===== config.mk =====
export PLATFORM = sky130hd
export DESIGN_NAME = qspi_rx_packer
export DESIGN_NICKNAME = d
export VERILOG_FILES = /design/src/rtl/qspi_pkg.sv /design/src/rtl/qspi_skid_buf.sv /design/src/rtl/qspi_rx_packer.sv
export SDC_FILE = /design/constraint.sdc
export NUM_CORES = 1
export LEC_CHECK = 0
export BUFFER_PORTS_ARGS = -buffer_cell sky130_fd_sc_hd__buf_2
export CAP_MARGIN = 10
export CORE_MARGIN = 2
export CORE_UTILIZATION = 40
export DETAILED_ROUTE_END_ITERATION = 10
export PLACE_DENSITY_LB_ADDON = 0.3
export SLEW_MARGIN = 40
export SYNTH_ARGS = -nofsm -noshare
export SYNTH_HDL_FRONTEND = slang
export SYNTH_SLANG_ARGS = --single-unit
export TNS_END_PERCENT = 5

===== constraint.sdc =====
create_clock -name w_clk -period 3 [get_ports w_clk]
set_input_delay 0.15 -clock w_clk [delete_from_list [all_inputs] [get_ports w_clk]]
set_output_delay 0.15 -clock w_clk [all_outputs]
set_load 0.1 [all_outputs]

===== src/rtl/qspi_pkg.sv =====
// Shared types for the QSPI receive packer: FSM states, byte width and byte type.
package qspi_pkg;

  localparam int BYTE_W = 8;

  typedef logic [BYTE_W-1:0] byte_t;

  typedef enum logic [1:0] {
    ST_IDLE  = 2'd0,
    ST_SHIFT = 2'd1,
    ST_FLUSH = 2'd2
  } state_t;

endpackage


===== src/rtl/qspi_skid_buf.sv =====
// Two-entry byte buffer between the packer shift register and the async FIFO.
// A push while full is refused unless a pop happens in the same cycle, in which
// case the popped slot is reused; a refused push is reported on 'drop'.
module qspi_skid_buf
  import qspi_pkg::*;
(
  input  logic  w_clk,
  input  logic  w_rst_n,
  input  logic  push,
  input  byte_t push_data,
  input  logic  pop,
  output byte_t head,
  output logic  empty,
  output logic  drop
);

  byte_t       mem [2];
  logic        rd_ptr;
  logic        wr_ptr;
  logic [1:0]  count;
  logic        pop_ok;
  logic        push_ok;

  assign pop_ok  = pop && (count != 2'd0);
  assign push_ok = push && ((count != 2'd2) || pop_ok);
  assign drop    = push && !push_ok;
  assign head    = mem[rd_ptr];
  assign empty   = (count == 2'd0);

  // Storage, pointers and occupancy; a simultaneous push and pop keeps the count.
  always_ff @(posedge w_clk or negedge w_rst_n) begin
    if (!w_rst_n) begin
      mem[0] <= '0;
      mem[1] <= '0;
      rd_ptr <= 1'b0;
      wr_ptr <= 1'b0;
      count  <= 2'd0;
    end else begin
      if (push_ok) begin
        mem[wr_ptr] <= push_data;
        wr_ptr      <= ~wr_ptr;
      end
      if (pop_ok) begin
        rd_ptr <= ~rd_ptr;
      end
      case ({push_ok, pop_ok})
        2'b10:   count <= count + 2'd1;
        2'b01:   count <= count - 2'd1;
        default: count <= count;
      endcase
    end
  end

endmodule


===== src/rtl/qspi_rx_packer.sv =====
// QSPI receive packer: gathers 1-bit or 4-bit beats into bytes and writes them
// to an async FIFO through a two-entry buffer.
// Optional feature macro QSPI_RX_PAD_EN: when defined, a partial byte left at
// frame_end is zero-padded and written; otherwise it is discarded.
module qspi_rx_packer
  import qspi_pkg::*;
#(
  parameter int CNT_WIDTH = 16,
  parameter bit MSB_FIRST = 1'b1
) (
  input  logic                 w_clk,
  input  logic                 w_rst_n,
  input  logic                 frame_start,
  input  logic                 frame_end,
  input  logic                 in_valid,
  input  logic                 in_quad,
  input  logic [3:0]           in_nibble,
  input  logic                 full,
  input  logic                 clr_ovf,
  output logic                 w_en,
  output logic [7:0]           wdata,
  output logic                 busy,
  output logic                 frame_done,
  output logic [CNT_WIDTH-1:0] byte_cnt,
  output logic                 overflow
);

`ifdef QSPI_RX_PAD_EN
  localparam bit PAD_EN = 1'b1;
`else
  localparam bit PAD_EN = 1'b0;
`endif

  localparam logic [CNT_WIDTH-1:0] CNT_ONE = 1;

  state_t      state_q;
  state_t      state_d;
  logic        quad_q;
  byte_t       sr_q;
  logic [3:0]  bit_cnt_q;

  byte_t       sr_shift;
  logic [3:0]  cnt_shift;
  logic        beat;
  logic        byte_done;
  logic        start_acc;
  logic        end_in_shift;
  logic        push;
  byte_t       push_data;
  byte_t       head;
  logic        buf_empty;
  logic        drop;

  // A frame_start in SHIFT restarts the frame, so a beat in that cycle is lost.
  assign beat         = (state_q == ST_SHIFT) && in_valid && !frame_start;
  assign start_acc    = frame_start && (state_q != ST_FLUSH);
  assign end_in_shift = (state_q == ST_SHIFT) && frame_end && !frame_start;
  assign byte_done    = beat && (cnt_shift == 4'd8);

  // Shift register contents and fill level as they would be after this cycle's beat.
  always_comb begin
    sr_shift  = sr_q;
    cnt_shift = bit_cnt_q;
    if (beat) begin
      if (quad_q) begin
        sr_shift  = MSB_FIRST ? {sr_q[3:0], in_nibble} : {in_nibble, sr_q[7:4]};
        cnt_shift = bit_cnt_q + 4'd4;
      end else begin
        sr_shift  = MSB_FIRST ? {sr_q[6:0], in_nibble[0]} : {in_nibble[0], sr_q[7:1]};
        cnt_shift = bit_cnt_q + 4'd1;
      end
    end
  end

  // Choose what enters the buffer: a completed byte, or a padded partial byte at frame_end.
  always_comb begin
    push      = byte_done;
    push_data = sr_shift;
    if (PAD_EN && end_in_shift && !byte_done && (cnt_shift != 4'd0)) begin
      push      = 1'b1;
      push_data = MSB_FIRST ? byte_t'(sr_shift << (4'd8 - cnt_shift))
                            : byte_t'(sr_shift >> (4'd8 - cnt_shift));
    end
  end

  qspi_skid_buf u_buf (
    .w_clk     (w_clk),
    .w_rst_n   (w_rst_n),
    .push      (push),
    .push_data (push_data),
    .pop       (w_en),
    .head      (head),
    .empty     (buf_empty),
    .drop      (drop)
  );

  assign w_en       = !buf_empty && !full;
  assign wdata      = buf_empty ? 8'h00 : head;
  assign busy       = (state_q != ST_IDLE);
  assign frame_done = (state_q == ST_FLUSH) && buf_empty;

  // FSM state register.
  always_ff @(posedge w_clk or negedge w_rst_n) begin
    if (!w_rst_n) begin
      state_q <= ST_IDLE;
    end else begin
      state_q <= state_d;
    end
  end

  // Next-state logic; FLUSH waits for the buffer to drain before returning to IDLE.
  always_comb begin
    state_d = state_q;
    case (state_q)
      ST_IDLE: begin
        if (frame_start) begin
          state_d = frame_end ? ST_FLUSH : ST_SHIFT;
        end
      end
      ST_SHIFT: begin
        if (frame_end) begin
          state_d = ST_FLUSH;
        end
      end
      ST_FLUSH: begin
        if (buf_empty) begin
          state_d = ST_IDLE;
        end
      end
      default: state_d = ST_IDLE;
    endcase
  end

  // Beat accumulation; a new frame or frame_end drops any partial byte.
  always_ff @(posedge w_clk or negedge w_rst_n) begin
    if (!w_rst_n) begin
      quad_q    <= 1'b0;
      sr_q      <= '0;
      bit_cnt_q <= 4'd0;
    end else if (start_acc) begin
      quad_q    <= in_quad;
      sr_q      <= '0;
      bit_cnt_q <= 4'd0;
    end else if (end_in_shift) begin
      bit_cnt_q <= 4'd0;
    end else if (beat) begin
      sr_q      <= sr_shift;
      bit_cnt_q <= byte_done ? 4'd0 : cnt_shift;
    end
  end

  // Per-frame count of bytes handed to the FIFO, saturating at all-ones.
  always_ff @(posedge w_clk or negedge w_rst_n) begin
    if (!w_rst_n) begin
      byte_cnt <= '0;
    end else if (start_acc) begin
      byte_cnt <= '0;
    end else if (w_en && (byte_cnt != '1)) begin
      byte_cnt <= byte_cnt + CNT_ONE;
    end
  end

  // Sticky overflow; a new drop in the same cycle as clr_ovf keeps it set.
  always_ff @(posedge w_clk or negedge w_rst_n) begin
    if (!w_rst_n) begin
      overflow <= 1'b0;
    end else if (drop) begin
      overflow <= 1'b1;
    end else if (clr_ovf) begin
      overflow <= 1'b0;
    end
  end

endmodule


After elaboration in Yosys (flattened, before gate mapping):

Index checks and enable logic that the tools add are counted.

* logic and storage cells: 92
* output and inout port bits: 28
* input bits: 12
* flip-flop bits (word level): 52

* equality and inequality tests: 12
* $add $sub $neg: 5
* reduce and logical (&&, ||, !) cells: 29
* bitwise operators: 4
* magnitude comparators: 3
* multiplexer cells: 28

Operators by type and width (number)
* $mux W8: 10
* $mux W16: 2
* $mux W4: 6
* $add A16 B1 Y16 const B: 1
* $bwmux W16: 1
* $ne A16 B16 Y1 const B: 1
* $logic_and A1 B1 Y1: 13
* $ne A2 B2 Y1 const B: 6
* $reduce_bool A2 Y1: 6
* $demux W8 S1: 1
* $mux W2: 4
* $pmux W2 S3: 1
* $add A4 B1 Y4 const B: 1
* $add A4 B3 Y4 const B: 1
* $eq A2 B1 Y1 const B: 2
* $eq A2 B2 Y1 const B: 2
* $eq A4 B4 Y1 const B: 1
* $ge A2 B2 Y1 const B: 2
* $logic_not A1 Y1: 4
* $logic_not A2 Y1: 2
* $not A1 Y2: 2
* $pmux W2 S2: 1
* $reduce_and A3 Y1: 1
* $reduce_bool A3 Y1: 1
* 7 further kinds: 9

Depth between registers and ports, before layout:

* depth in word-level cells: 10
* gate-level depth with buffers: 8
* depth with buffers taken out: 8

Modules after synthesis:

From an unflattened synthesis, not the netlist that was laid out.

* cells, all modules: 268
* area, all modules: 2872.8 sq um

Modules (own cells, without submodules)
* qspi_rx_packer: times used 1, area an instance 1968.1 sq um, seq. area each 800.8 sq um, cells an instance 208
* qspi_skid_buf: times used 1, area an instance 904.6 sq um, seq. area each 500.5 sq um, cells an instance 60

Least setup slack after synthesis:

Ideal clock, no wire load.

* kind: reg-to-output
* start: register state_q[0]
* end: output port frame_done
* path buffers: 0
* arrival time: 2.640 ns
* data required time: 2.850 ns
* stages on the path, launching flop included: 3
* slack: 0.210 ns
* path through: dfrtp_1 -> nand2b_1 -> nor3_1

* cells in the longest elaborated chain, start to end: 2

Ends and longest elaborated chain
* from (decl): RTL line qspi_rx_packer.sv:36 `state_t state_q;`
* from (signal assigned): RTL line qspi_rx_packer.sv:107 `state_q <= state_d;`
* $eq A2 B2 Y1: RTL line qspi_rx_packer.sv:100 `assign frame_done = (state_q == ST_FLUSH) && buf_empty;`
* $logic_and A1 B1 Y1: RTL line qspi_rx_packer.sv:100
* to (decl): RTL line qspi_rx_packer.sv:23 `output logic frame_done,`

No other way between the ends.

Final worst setup path:

* start: register quad_q
* end: register u_buf.mem[13] (netlist name)

* cells in the longest elaborated chain, start to end: 5
* elaborated cells between the ends (all ways): 8
* those cells by class: eq/ne (1); mux (5); reduce/logical (2)

Ends and longest elaborated chain
* from (decl): RTL line qspi_rx_packer.sv:38 `logic quad_q;`
* from (signal assigned): RTL line qspi_rx_packer.sv:141 `quad_q <= in_quad;`
* $mux W4: RTL line qspi_rx_packer.sv:65 `if (quad_q) begin`
* $mux W4: RTL line qspi_rx_packer.sv:64 `if (beat) begin`
* $eq A4 B4 Y1: RTL line qspi_rx_packer.sv:58 `assign byte_done = beat && (cnt_shift == 4'd8);`
* $logic_and A1 B1 Y1: RTL line qspi_rx_packer.sv:58
* $logic_and A1 B1 Y1: RTL line qspi_skid_buf.sv:25 `assign push_ok = push && ((count != 2'd2) || pop_ok);`
* to (signal, indexed assignment): RTL line qspi_skid_buf.sv:40 `mem[wr_ptr] <= push_data;`
* to (decl): RTL line qspi_skid_buf.sv:17 `byte_t mem [2];`

Several ways; a longest one is shown, not always the timed one.
A chain may end at the register's enable or synchronous reset.

==> impl_metrics.tcl <==
set metrics [dict create \
    outcome "finished clean" \
    postPlaceCellArea_um2 3110 \
    hold_class "in -> reg" \
    antenna_found_initial 0 \
    clk_pin_slew_worst_paths_ns 0.10 \
    cp_top_family "simple AND/OR/NAND/NOR gates" \
    muxShareOfSynthArea_pct 15.7 \
    synthAdderAreaFrac_pct 1.34 \
    num-nets-final 327 \
    synth_top_family_by_area "simple AND/OR/NAND/NOR gates" \
    vias 2179 \
    utilization_pct 47.4 \
    core_um2 6790 \
    regArea_um2 1300 \
    initial_core_util_pct 41.4 \
    rsz0062_at_grt "no" \
    io_buffers 39 \
    synthTopCellsByArea "dfrtp_1 (46%), mux2i_1 (8.2%), nand2_1 (4.8%)" \
    layout-drive-gt1-share_pct 24.3 \
    synth_ff_type "dfrtp_1" \
    postLayoutCellArea_um2 3220 \
    io_pins 40 \
    fin_crit_ns 2.47 \
    die_h_um 87.8 \
    worst_slew_pin_slew_ns 0.676 \
    r2r_start "quad_q" \
    ant_nets 0 \
    post_drt_via_cell_ratio 5.33 \
    globalplace.congestion 0.825 \
    setup_violations 0 \
    drc_errors 0 \
    yosysSeqAreaShare_pct 46.3 \
    synthesis.nets 286 \
    required_ns 3.20 \
    drv_cap 0 \
    arrival_ns 2.67 \
    row_count 30 \
    synth_warnings 0 \
    synth_xor_xnor_area_share_pct 1.87 \
    yosysMostFrequentCell "dfrtp_1" \
    fillers 637 \
    critical_path.startpoint_type "register" \
    peakVddDrop_mv 0.218 \
    fin_skew_ns 0.00740 \
    synth.top_cell.area_share_pct 46.3 \
    cts_tree "yes" \
    dieWidth_um 87.8 \
    max_freq_mhz 405 \
    cp_max_fo 15 \
    synth-compound-area-share_pct 13.4 \
    finalCritPeriodShare_pct 82.2 \
    fin_tns_setup_ns 0 \
    num_antenna_cells 0 \
    ys_top_cells_by_count "dfrtp_1 (52), nand2_1 (36), mux2i_1 (23)" \
    grt_usage_pct 17.0 \
    leakagePower_nw 1.54 \
    syn_area_um2 2810 \
    ctsRootBufferMaster "clkbuf_8" \
    dr.first_iter.drc_count 107 \
    cp_slowest_cell "or4_1" \
    worstPathCellList "and4bb_1 > a21oi_2 > or4_1 > mux2_4" \
    grt_overflow_total 0 \
    slew_viol_final 0 \
    finalHoldViolations 0 \
    yosys.cell_types.count 51 \
    synthCells 271 \
    yosys.area_share.simple_pct 18.7 \
    grt_pass1_vias 2009 \
    holdCritStartpoint "clr_ovf" \
    clock-sinks 52 \
    slew-limit-headroom_pct 54.7 \
    multiInputGateArea_um2 1440 \
    synth_area_leader_cell "dfrtp_1" \
    area_delta_synth_final_pct 14.6 \
    synth_edf_count 0 \
    wire_per_inst_um 15.2 \
    path_class "reg -> reg" \
    path_buf_inv 0 \
    cts_buffers 5 \
    dr.pass1.iters 4 \
    insertion_delay_ns 0.31 \
    avgSynthCellArea_um2 10.4 \
    grt_max_degree 29 \
    htreeDepth 2 \
    crit_path_end_kind "register" \
    clk_path_buf_depth 2 \
    wirelength_um 6230 \
    p_per_area_nw_per_um2 590 \
    cpPeakStageDelay_ns 0.82 \
    dieArea_um2 7710 \
    synth-async-reset-ratio_pct 100 \
    crit_start "quad_q" \
    dp_hpwl_um 4360 \
    post_cts_buffers 0 \
    grt_pass1_wl_um 10200 \
    synth_seq_cells 52 \
]
where the power goes:
| part | internal, W | total [W] | switching (W) |
|---|---|---|---|
| registers | 0.000753 | 0.000885 | 0.000132 |
| logic | 0.000185 | 0.000589 | 0.000405 |
| clock network | 0.000171 | 0.000423 | 0.000253 |
metrics by stage:
stage / setup WS, ns / std cells / power (W) / hold WS (ns)
after floorplan: 0.210 / 271 / 0.00135 / -0.146
after global placement: 0.612 / 400 / 0.00147 / 0.179
after detailed placement: 0.568 / 400 / 0.00149 / 0.182
after CTS: 0.558 / 409 / 0.00192 / 0.0174
after global routing: 0.452 / 409 / 0.00199 / 0.0496
final: 0.533 / 409 / 0.00190 / 0.0246
flip-flops by register name, summed over array words and instances (netlist names):
register / cells
overflow: 1
byte_cnt: 16
u_buf.wr_ptr: 1
u_buf.count: 2
u_buf.mem: 16
quad_q: 1
bit_cnt_q: 4
sr_q: 8
state_q: 2
u_buf.rd_ptr: 1
timing repair:
| action | 4_1_cts | 5_1_grt |
|---|---|---|
| hold buffers | 1 | 0 |
| endpoints found under the hold margin | 24 | 0 |
| setup endpoints to repair | 0 | 0 |
| resized for setup | 0 | 0 |
logic make-up (layout without fill, tap and decap cells):
group                    Yosys count  in the layout
AND/OR/NAND/NOR                   98             98
AO/OA/AOI/OAI                     56             56
flip-flops                        52             52
multiplexers                      39             39
buffers and inverters             17             59
XOR/XNOR                           6              6
adder cells (fa/ha/maj)            3              3
worst paths after layout:
path                                  to  slack, ns  depth (start not counted)
setup / recovery           u_buf.mem[13]       0.53                          4
hold / removal                  overflow       0.02                          2
setup reg to reg           u_buf.mem[13]       0.53                          4
hold reg to reg             u_buf.wr_ptr       0.51                          1
max in group asynchronous   bit_cnt_q[2]       1.85                          3
min in group asynchronous    byte_cnt[8]       0.37                          2
layout by cell type (no fill, tap or decap), drive strengths merged, types with 3 or more instances in the layout:
cell type	instances
a21oi	13
a22o	9
buf	44
clkbuf	5
clkinv	3
dfrtp	52
ha	3
inv	6
mux2	16
mux2i	23
nand2	36
nand2b	7
nand3	5
nand4	5
nor2	17
nor3	6
o21ai	15
o21bai	3
or3	3
or4	4
xnor2	5
layout make-up:
class	count	area share [%]
Sequential cell	52	40.4
Clock inverter	3	0.816
Inverter	6	0.700
Timing Repair Buffer	45	7.54
Multi-Input combinational cell	202	44.7
Clock buffer	5	2.14
Tap cell	96	3.73
layer usage:
layer	GRT usage [%]	share of wire [%]	vias to the layer above
met5	0	0	-
met4	5.03	1.2	0
met3	2.73	3.0	5
met2	24.8	45	40
met1	25.9	51	1066
li1	-	-	1068
(Power assumes the default switching activity.)
